===== src/rtl/lib_cpu_pkg.sv =====
// lib_cpu: shared execution-controller types and speed encodings for the 4-bit CPU.
package lib_cpu;
  typedef enum logic [1:0] {ST_HALT, ST_RUN, ST_STEP} EXEC_STATE;
  typedef logic [1:0] SPEED;
  localparam SPEED SPD_EVERY = 2'b00;
  localparam SPEED SPD_FAST = 2'b01;
  localparam SPEED SPD_SLOW = 2'b10;
endpackage


===== src/rtl/exec_ctrl_tick_div.sv =====
// tick_div: free-run tick divider; compare is against the currently selected limit.
module tick_div
  import lib_cpu::*;
#(
  parameter int DIV_FAST = 5_000_000,
  parameter int DIV_SLOW = 50_000_000
) (
  input  logic       clk,
  input  logic       reset,
  input  logic       clr,
  input  logic [1:0] speed_sel,
  output logic       tick
);
  localparam int CW = DIV_SLOW > 2 ? $clog2(DIV_SLOW) : 1;
  localparam logic [CW-1:0] FAST_M1 = CW'(DIV_FAST - 1);
  localparam logic [CW-1:0] SLOW_M1 = CW'(DIV_SLOW - 1);
  logic [CW-1:0] cnt_q, cnt_d, lim;
  // >= so a speed change to a shorter period fires at once instead of running past the limit
  always_comb begin
    lim = speed_sel == SPD_EVERY ? '0 : speed_sel == SPD_FAST ? FAST_M1 : SLOW_M1;
    tick = !clr && cnt_q >= lim;
    cnt_d = (clr || tick) ? '0 : cnt_q + CW'(1);
  end
  always_ff @(posedge clk) begin
    if (reset) cnt_q <= '0;
    else cnt_q <= cnt_d;
  end
endmodule


===== src/rtl/exec_ctrl.sv =====
// exec_ctrl: run/halt/step/breakpoint sequencer owning the program RAM and loader arbitration.
module exec_ctrl
  import lib_cpu::*;
#(
  parameter int ADDR_W = 4,
  parameter int DATA_W = 8,
  parameter int DIV_FAST = 5_000_000,
  parameter int DIV_SLOW = 50_000_000
) (
  input  logic              clk,
  input  logic              reset,
  input  logic              run_req,
  input  logic              halt_req,
  input  logic              step_req,
  input  logic [1:0]        speed_sel,
  input  logic              bp_en,
  input  logic [ADDR_W-1:0] bp_addr,
  input  logic [ADDR_W-1:0] cpu_ip,
  output logic [DATA_W-1:0] cpu_data,
  output logic              cpu_en,
  input  logic              prog_we,
  input  logic [ADDR_W-1:0] prog_addr,
  input  logic [DATA_W-1:0] prog_data,
  output logic              prog_ack,
  output logic              prog_err,
  output logic [1:0]        state,
  output logic              bp_hit
);
  EXEC_STATE state_q, state_d;
  logic bp_skip_q, bp_skip_d, ack_q, err_q, hit_q;
  logic tick, run_tick, bp_match, bp_stop, halted;
  logic [DATA_W-1:0] ram_q [2**ADDR_W];
  tick_div #(.DIV_FAST(DIV_FAST), .DIV_SLOW(DIV_SLOW)) u_div (
    .clk(clk), .reset(reset), .clr(state_q != ST_RUN), .speed_sel(speed_sel), .tick(tick)
  );
  // bp_skip lets a resumed run execute the instruction it was parked on
  always_comb begin
    halted = state_q == ST_HALT;
    run_tick = state_q == ST_RUN && !halt_req && tick;
    bp_match = bp_en && cpu_ip == bp_addr && !bp_skip_q;
    bp_stop = run_tick && bp_match;
    cpu_en = state_q == ST_STEP || (run_tick && !bp_match);
    state_d = halted ? (halt_req ? ST_HALT : run_req ? ST_RUN : step_req ? ST_STEP : ST_HALT) :
              state_q == ST_RUN ? ((halt_req || bp_stop) ? ST_HALT : ST_RUN) : ST_HALT;
    bp_skip_d = (halted && !halt_req && run_req) ? 1'b1 :
                (run_tick && !bp_match) ? 1'b0 : bp_skip_q;
  end
  always_ff @(posedge clk) begin
    if (reset) begin
      state_q <= ST_HALT;
      bp_skip_q <= 1'b0;
      ack_q <= 1'b0;
      err_q <= 1'b0;
      hit_q <= 1'b0;
      for (int i = 0; i < 2**ADDR_W; i++) ram_q[i] <= '0;
    end else begin
      state_q <= state_d;
      bp_skip_q <= bp_skip_d;
      ack_q <= prog_we && halted;
      err_q <= prog_we && !halted;
      hit_q <= bp_stop;
      if (prog_we && halted) ram_q[prog_addr] <= prog_data;
    end
  end
  assign cpu_data = ram_q[cpu_ip];
  assign prog_ack = ack_q;
  assign prog_err = err_q;
  assign bp_hit = hit_q;
  assign state = state_q;
endmodule


===== config.mk =====
export PLATFORM = sky130hd
export DESIGN_NAME = exec_ctrl
export DESIGN_NICKNAME = d
export VERILOG_FILES = /design/src/rtl/lib_cpu_pkg.sv /design/src/rtl/exec_ctrl_tick_div.sv /design/src/rtl/exec_ctrl.sv
export SDC_FILE = /design/constraint.sdc
export NUM_CORES = 1
export LEC_CHECK = 0
export CORE_MARGIN = 2
export CORE_UTILIZATION = 50
export CTS_CLUSTER_SIZE = 20
export DETAILED_ROUTE_END_ITERATION = 8
export PLACE_DENSITY = 0.69
export SYNTH_ARGS = -nofsm -noshare
export SYNTH_HDL_FRONTEND = slang
export SYNTH_SLANG_ARGS = --single-unit

===== constraint.sdc =====
create_clock -name clk -period 5.2 [get_ports clk]
set_input_delay 1.56 -clock clk [delete_from_list [all_inputs] [get_ports clk]]
set_output_delay 1.56 -clock clk [all_outputs]
set_load 0.1 [all_outputs]

# After elaboration in Yosys (flattened, before gate mapping)
# Memory sizes are Yosys's and may differ from the RTL's.
# Cells that the tools add are included.
totals:
  regBits: 32
  ram_bits: 128
  word_cells: 56
  memories: 1
op_classes:
  addsub: 1
  magnitude_cmp: 1
  n_eq_ne: 5
  mux: 18
  n_reduce_logical: 24
mem_list:
  columns: ["memory", "depth", "width", "rd", "rd_clocked_by_memory_dff", "wr", "line", "text"]
  rows:
  - ["ram_q", 16, 8, 1, 0, 16, "exec_ctrl.sv:32", "logic [DATA_W-1:0] ram_q [2**ADDR_W];"]
op_table:
  columns: ["op", "n"]
  rows:
  - ["$mux 26", 2]
  - ["$add 26x1->26 const B", 1]
  - ["$ge 26x26->1", 1]
  - ["$logic_and 1x1->1", 11]
  - ["$mux 1", 10]
  - ["$mux 2", 4]
  - ["$mux 8", 1]
  - ["$reduce_or 8->1", 1]
  - ["$logic_not 1->1", 5]
  - ["$eq 2x1->1 const B", 2]
  - ["$eq 4x4->1", 1]
  - ["$logic_not 2->1", 2]
  - ["$mux 4", 1]
  - ["$logic_or 1x1->1", 3]
  - ["$eq 2x2->1 const B", 1]
  - ["$ne 2x1->1 const B", 1]
  - ["$reduce_bool 2->1", 1]
  - ["$reduce_or 2->1", 1]

# Logic depth before layout (Yosys ltp)
depth:
  ltp_word: 11
  ltp_mapped: 10
  mapped_depth_nobuf: 9

# Hierarchy
# A second synthesis with hierarchy kept.
unflattened:
  hier_cells: 603
  area_unflattened_um2: 7948.9
modules_own_cells:
  columns: ["module", "n_inst", "cells_per_inst", "area_each_um2", "seq_area_each_um2"]
  rows:
  - ["exec_ctrl", 1, 408, 6135.9, 3963.8]
  - ["tick_div", 1, 195, 1813.0, 520.5]

# Worst setup path before layout
# OpenSTA, ideal clock, no wires.
synth_path:
  path_kind: "input -> output"
  start: "in speed_sel[1]"
  end: "out cpu_en"
  t_arrival_ns: 3.794
  required_ns: 3.640
  setup_slack_ns: -0.154
  stages: 9
  path_buffers: 0
  path_cell_list: "or2_4 inv_2 ha_1 a21o_1 a221o_1 a221oi_1 o21a_2 o21ai_1 a32o_1"
synth_between:
  elab_chain_cells: 8
  word_cells_on_any_way: 9
  cone_classes: "1 x order compare; 1 x eq/ne; 2 x mux; 5 x reduce/logical"
synth_lines:
  columns: ["item", "line", "text"]
  rows:
  - ["from (decl)", "exec_ctrl.sv:15", "input logic [1:0] speed_sel,"]
  - ["$eq 2x1->1", "exec_ctrl_tick_div.sv:20", "lim = speed_sel == SPD_EVERY ? '0 : speed_sel == SPD_FAST ? FAST_M1 : SLOW_M1;"]
  - ["$mux 26", "exec_ctrl_tick_div.sv:20", null]
  - ["$mux 26 *", "exec_ctrl_tick_div.sv:20", null]
  - ["$ge 26x26->1 *", "exec_ctrl_tick_div.sv:21", "tick = !clr && cnt_q >= lim;"]
  - ["$logic_and 1x1->1 *", "exec_ctrl_tick_div.sv:21", null]
  - ["$logic_and 1x1->1 *", "exec_ctrl.sv:39", "run_tick = state_q == ST_RUN && !halt_req && tick;"]
  - ["$logic_and 1x1->1 *", "exec_ctrl.sv:42", "cpu_en = state_q == ST_STEP || (run_tick && !bp_match);"]
  - ["$logic_or 1x1->1 *", "exec_ctrl.sv:42", null]
  - ["to (decl)", "exec_ctrl.sv:20", "output logic cpu_en,"]
# Mark *: on every way between the ends. The rest lies on a longest branch, timed or not.

# Worst setup path after layout
# Ends and elaborated chain as after synthesis.

==> results.cfg <==
[detailed_routing]
wl_per_cell_um = 20.4
num_vias = 4730
route.detailed.drc = 0
viasPerCell = 5.61
detail-route-antenna-nets = 0
drt-total-wl_mm = 17.2
drt-initial-drc-count = 340
drt_first_pass_iters = 4

[placement]
dp_hpwl_mm = 11.8
place_area_um2 = 8660
portBuffers = 42
place.gp.congestion = 0.841
dp_slack_ns = -0.541

[critical_path]
crit_arrival_ns = 3.67
critPathCaptureType = output port
worst-path-buf-inv = 3
worstSetupPathDepth = 11
r2r_slack_ns = 2.76
cpLargestDelayFamily = compound AO/OA/AOI/OAI gates
cpMaxStageDelayCell = a221o_1
max_stage_delay_ns = 0.33
required_ns = 3.64
start_kind = input port
cp_cell_sequence = buf_6 > or2_4 > inv_4 > ha_4 > a21o_1 > a221o_1 > a221oi_2 > o21a_2 > o21ai_2 > a32o_4 > buf_12
critPathMaxFanout = 4
path_class = input port to output port
reg2regPathDepth = 4

[layout]
syn_to_final_growth_pct = 19.4
n_antenna_cell = 0
final_nets = 691
regArea_um2 = 4480
drive_above_1_share_pct = 22.6
design_area_um2 = 9280
multi_input_area_um2 = 3180
fillerInstances = 1182

[floorplan]
initial_core_util_pct = 51.1
core-area_um2 = 15200
dieArea_um2 = 16600
die_x_um = 129
io-pin-count = 43
die-height_um = 129
num_rows = 45

[clock_network]
clock-sinks = 160
clk_latency_ns = 0.42
clk_path_buf_depth = 2
htree_levels = 4
clkTransAtPathRegs_ns = 0.06
cts_buffers = 17
root_buffer = clkbuf_16
cts_tree = yes

[global_routing]
antenna_found_initial = 0
overflow = 0
grt_max_degree = 34
grt_pass1_wl_mm = 27.1
grt_use_total_pct = 22.4
grt_pass1_vias = 4909

[min_path]
hold_class = register to register
min_delay_path_depth = 1

[logic_synthesis]
syn-num-nets = 621
yosys_register_bits = 160
async_flop_share_pct = 0
synth_area_um2 = 7770
synth.avg_cell_area_um2 = 13.6
seq_area_frac_synth_pct = 57.7
synth_edf_count = 128
synth_area_leaders = edfxtp_1 (49%), mux4_2 (12%), and2_1 (10%)
yosys.area.top_type = edfxtp_1
synthFlopType = edfxtp_1
synth_top_area_share_pct = 49.5
synth_warnings = 0
postSynthCellCount = 572
yosysUniqueCellTypes = 51

[timing]
fin_skew_ns = 0.00817
fmax_ghz = 0.191
finalHoldViolCount = 0
setup-tns-final_ns = -0.0332
fin_crit_sh_pct = 101
rsz0062_at_grt = yes
relSlewSlack_pct = 34.7
setup_ws_ns = -0.0332
min_period_ns = 5.23
worstMarginPinSlew_ns = 0.976
setup_viol = 1
slew_viol_final = 0

[status]
outcome = finished with violations
violations = negative setup slack

[power]
leakagePower_nw = 3.53
power_density_nw_per_um2 = 315
vdd_drop_max_mv = 0.277

[run]
maxCapViolCount = 0
==> synthesized netlist by cell type, types with 2 or more instances <==
master / number
and2_1: 129
nand4_1: 5
mux4_2: 40
o21a_1: 2
o21ai_0: 2
nand2b_1: 5
or3_1: 4
nor3_2: 2
a211oi_1: 2
clkbuf_1: 18
inv_1: 7
xnor2_1: 8
edfxtp_1: 128
nand3_1: 8
dfxtp_1: 32
ha_1: 20
buf_6: 2
xor2_1: 20
nor2_2: 3
nor3_1: 4
nand2_1: 16
nor2_1: 49
and4_1: 2
or2_2: 16
a211o_1: 2
buf_2: 5
nand4b_1: 2
and3_1: 14
a21oi_1: 3
==> cell type report <==
type / count / share of cell area (%)
well taps: 188 / 2.53
multi-input cells: 378 / 34.3
clock inverters: 5 / 0.607
repair buffers: 77 / 8.71
inverters: 8 / 0.377
flip-flops and latches: 160 / 48.3
clock buffers: 27 / 5.20
==> registers in the layout (all words and copies together), names as in the netlist <==
register,count
bp_hit,1
bp_skip_q,1
prog_ack,1
prog_err,1
ram_q,128
state,2
u_div.cnt_q,26
==> path summary, 6_finish.rpt <==
| check | from | end |
|---|---|---|
| setup / recovery | speed_sel[1] | cpu_en |
| hold / removal | u_div.cnt_q[0] | u_div.cnt_q[0] |
| setup reg to reg | state[0] | ram_q[4][3] |
| hold reg to reg | u_div.cnt_q[0] | u_div.cnt_q[0] |
==> metal layers <==
layer / vias to the layer above / global-route usage [%] / wire, µm
met4: 0 / 8.31 / 361
met3: 23 / 3.91 / 986
met1: 2363 / 29.2 / 6880
li1: 2224 / - / -
met5: - / 0 / 0
met2: 120 / 37.8 / 8960
==> power breakdown <==
part / leakage (nW) / switching [mW] / internal [mW]
sequential: 1.56 / 0.0130 / 1.43
clock: 0.260 / 0.465 / 0.684
combinational: 1.71 / 0.198 / 0.139
==> logic make-up (layout without fill, tap and decap cells) <==
kind of cell             Yosys count  after routing  synth area share (%)
AO/OA/AOI/OAI                     26             26                  3.12
flip-flops                       160            160                  57.7
AND/OR/NAND/NOR                  264            264                  19.3
multiplexers                      40             40                  11.6
adder cells (fa/ha/maj)           20             20                  3.22
XOR/XNOR                          28             28                  3.16
buffers and inverters             34            117                  1.92
==> what timing repair did <==
item | 4_1_cts | 5_1_grt
buffers inserted | 6 | 0
gates resized for setup | 21 | 0
hold buffers | 0 | 0
setup endpoints to repair | 1 | 1
endpoints found under the hold margin | 0 | 0
pin swaps | 9 | 6
==> stage by stage <==
| step | total power, mW | std cells | util [%] | hold slack [ns] |
|---|---|---|---|---|
| detailed placement | 1.80 | 805 | 57.0 | 0.475 |
| global route | 3.02 | 843 | 61.1 | 0.509 |
| global placement | 1.79 | 805 | 57.0 | 0.457 |
| floorplan | 1.66 | 572 | - | 0.433 |
| CTS | 2.95 | 843 | 61.1 | 0.488 |
| finish | 2.93 | 843 | 61.1 | 0.486 |
==> placed cells by master (no fill, tap or decap), types with 2 or more instances in the layout <==
cell             instances
nor2_2                   3
xnor2_1                  8
buf_6                    2
nor2_1                  49
a21oi_1                  2
and4_1                   2
a211o_1                  2
and3_1                  14
inv_4                    2
dfxtp_1                 32
nand3_1                  8
mux4_2                  40
or3_1                    4
clkbuf_1                 8
clkbuf_16               17
o21a_1                   2
ha_1                    19
nand4_1                  5
inv_1                    6
buf_12                  12
or2_2                   16
nor3_2                   2
clkbuf_8                 2
a211oi_1                 2
nand2_1                 15
clkdlybuf4s50_1         30
nand2b_1                 5
a221oi_2                 2
xor2_1                  20
edfxtp_1               128
a21oi_2                  2
clkinv_2                 2
buf_4                   32
nor3_1                   4
and2_1                 129
nand4b_1                 2
(Power assumes the default switching activity.)
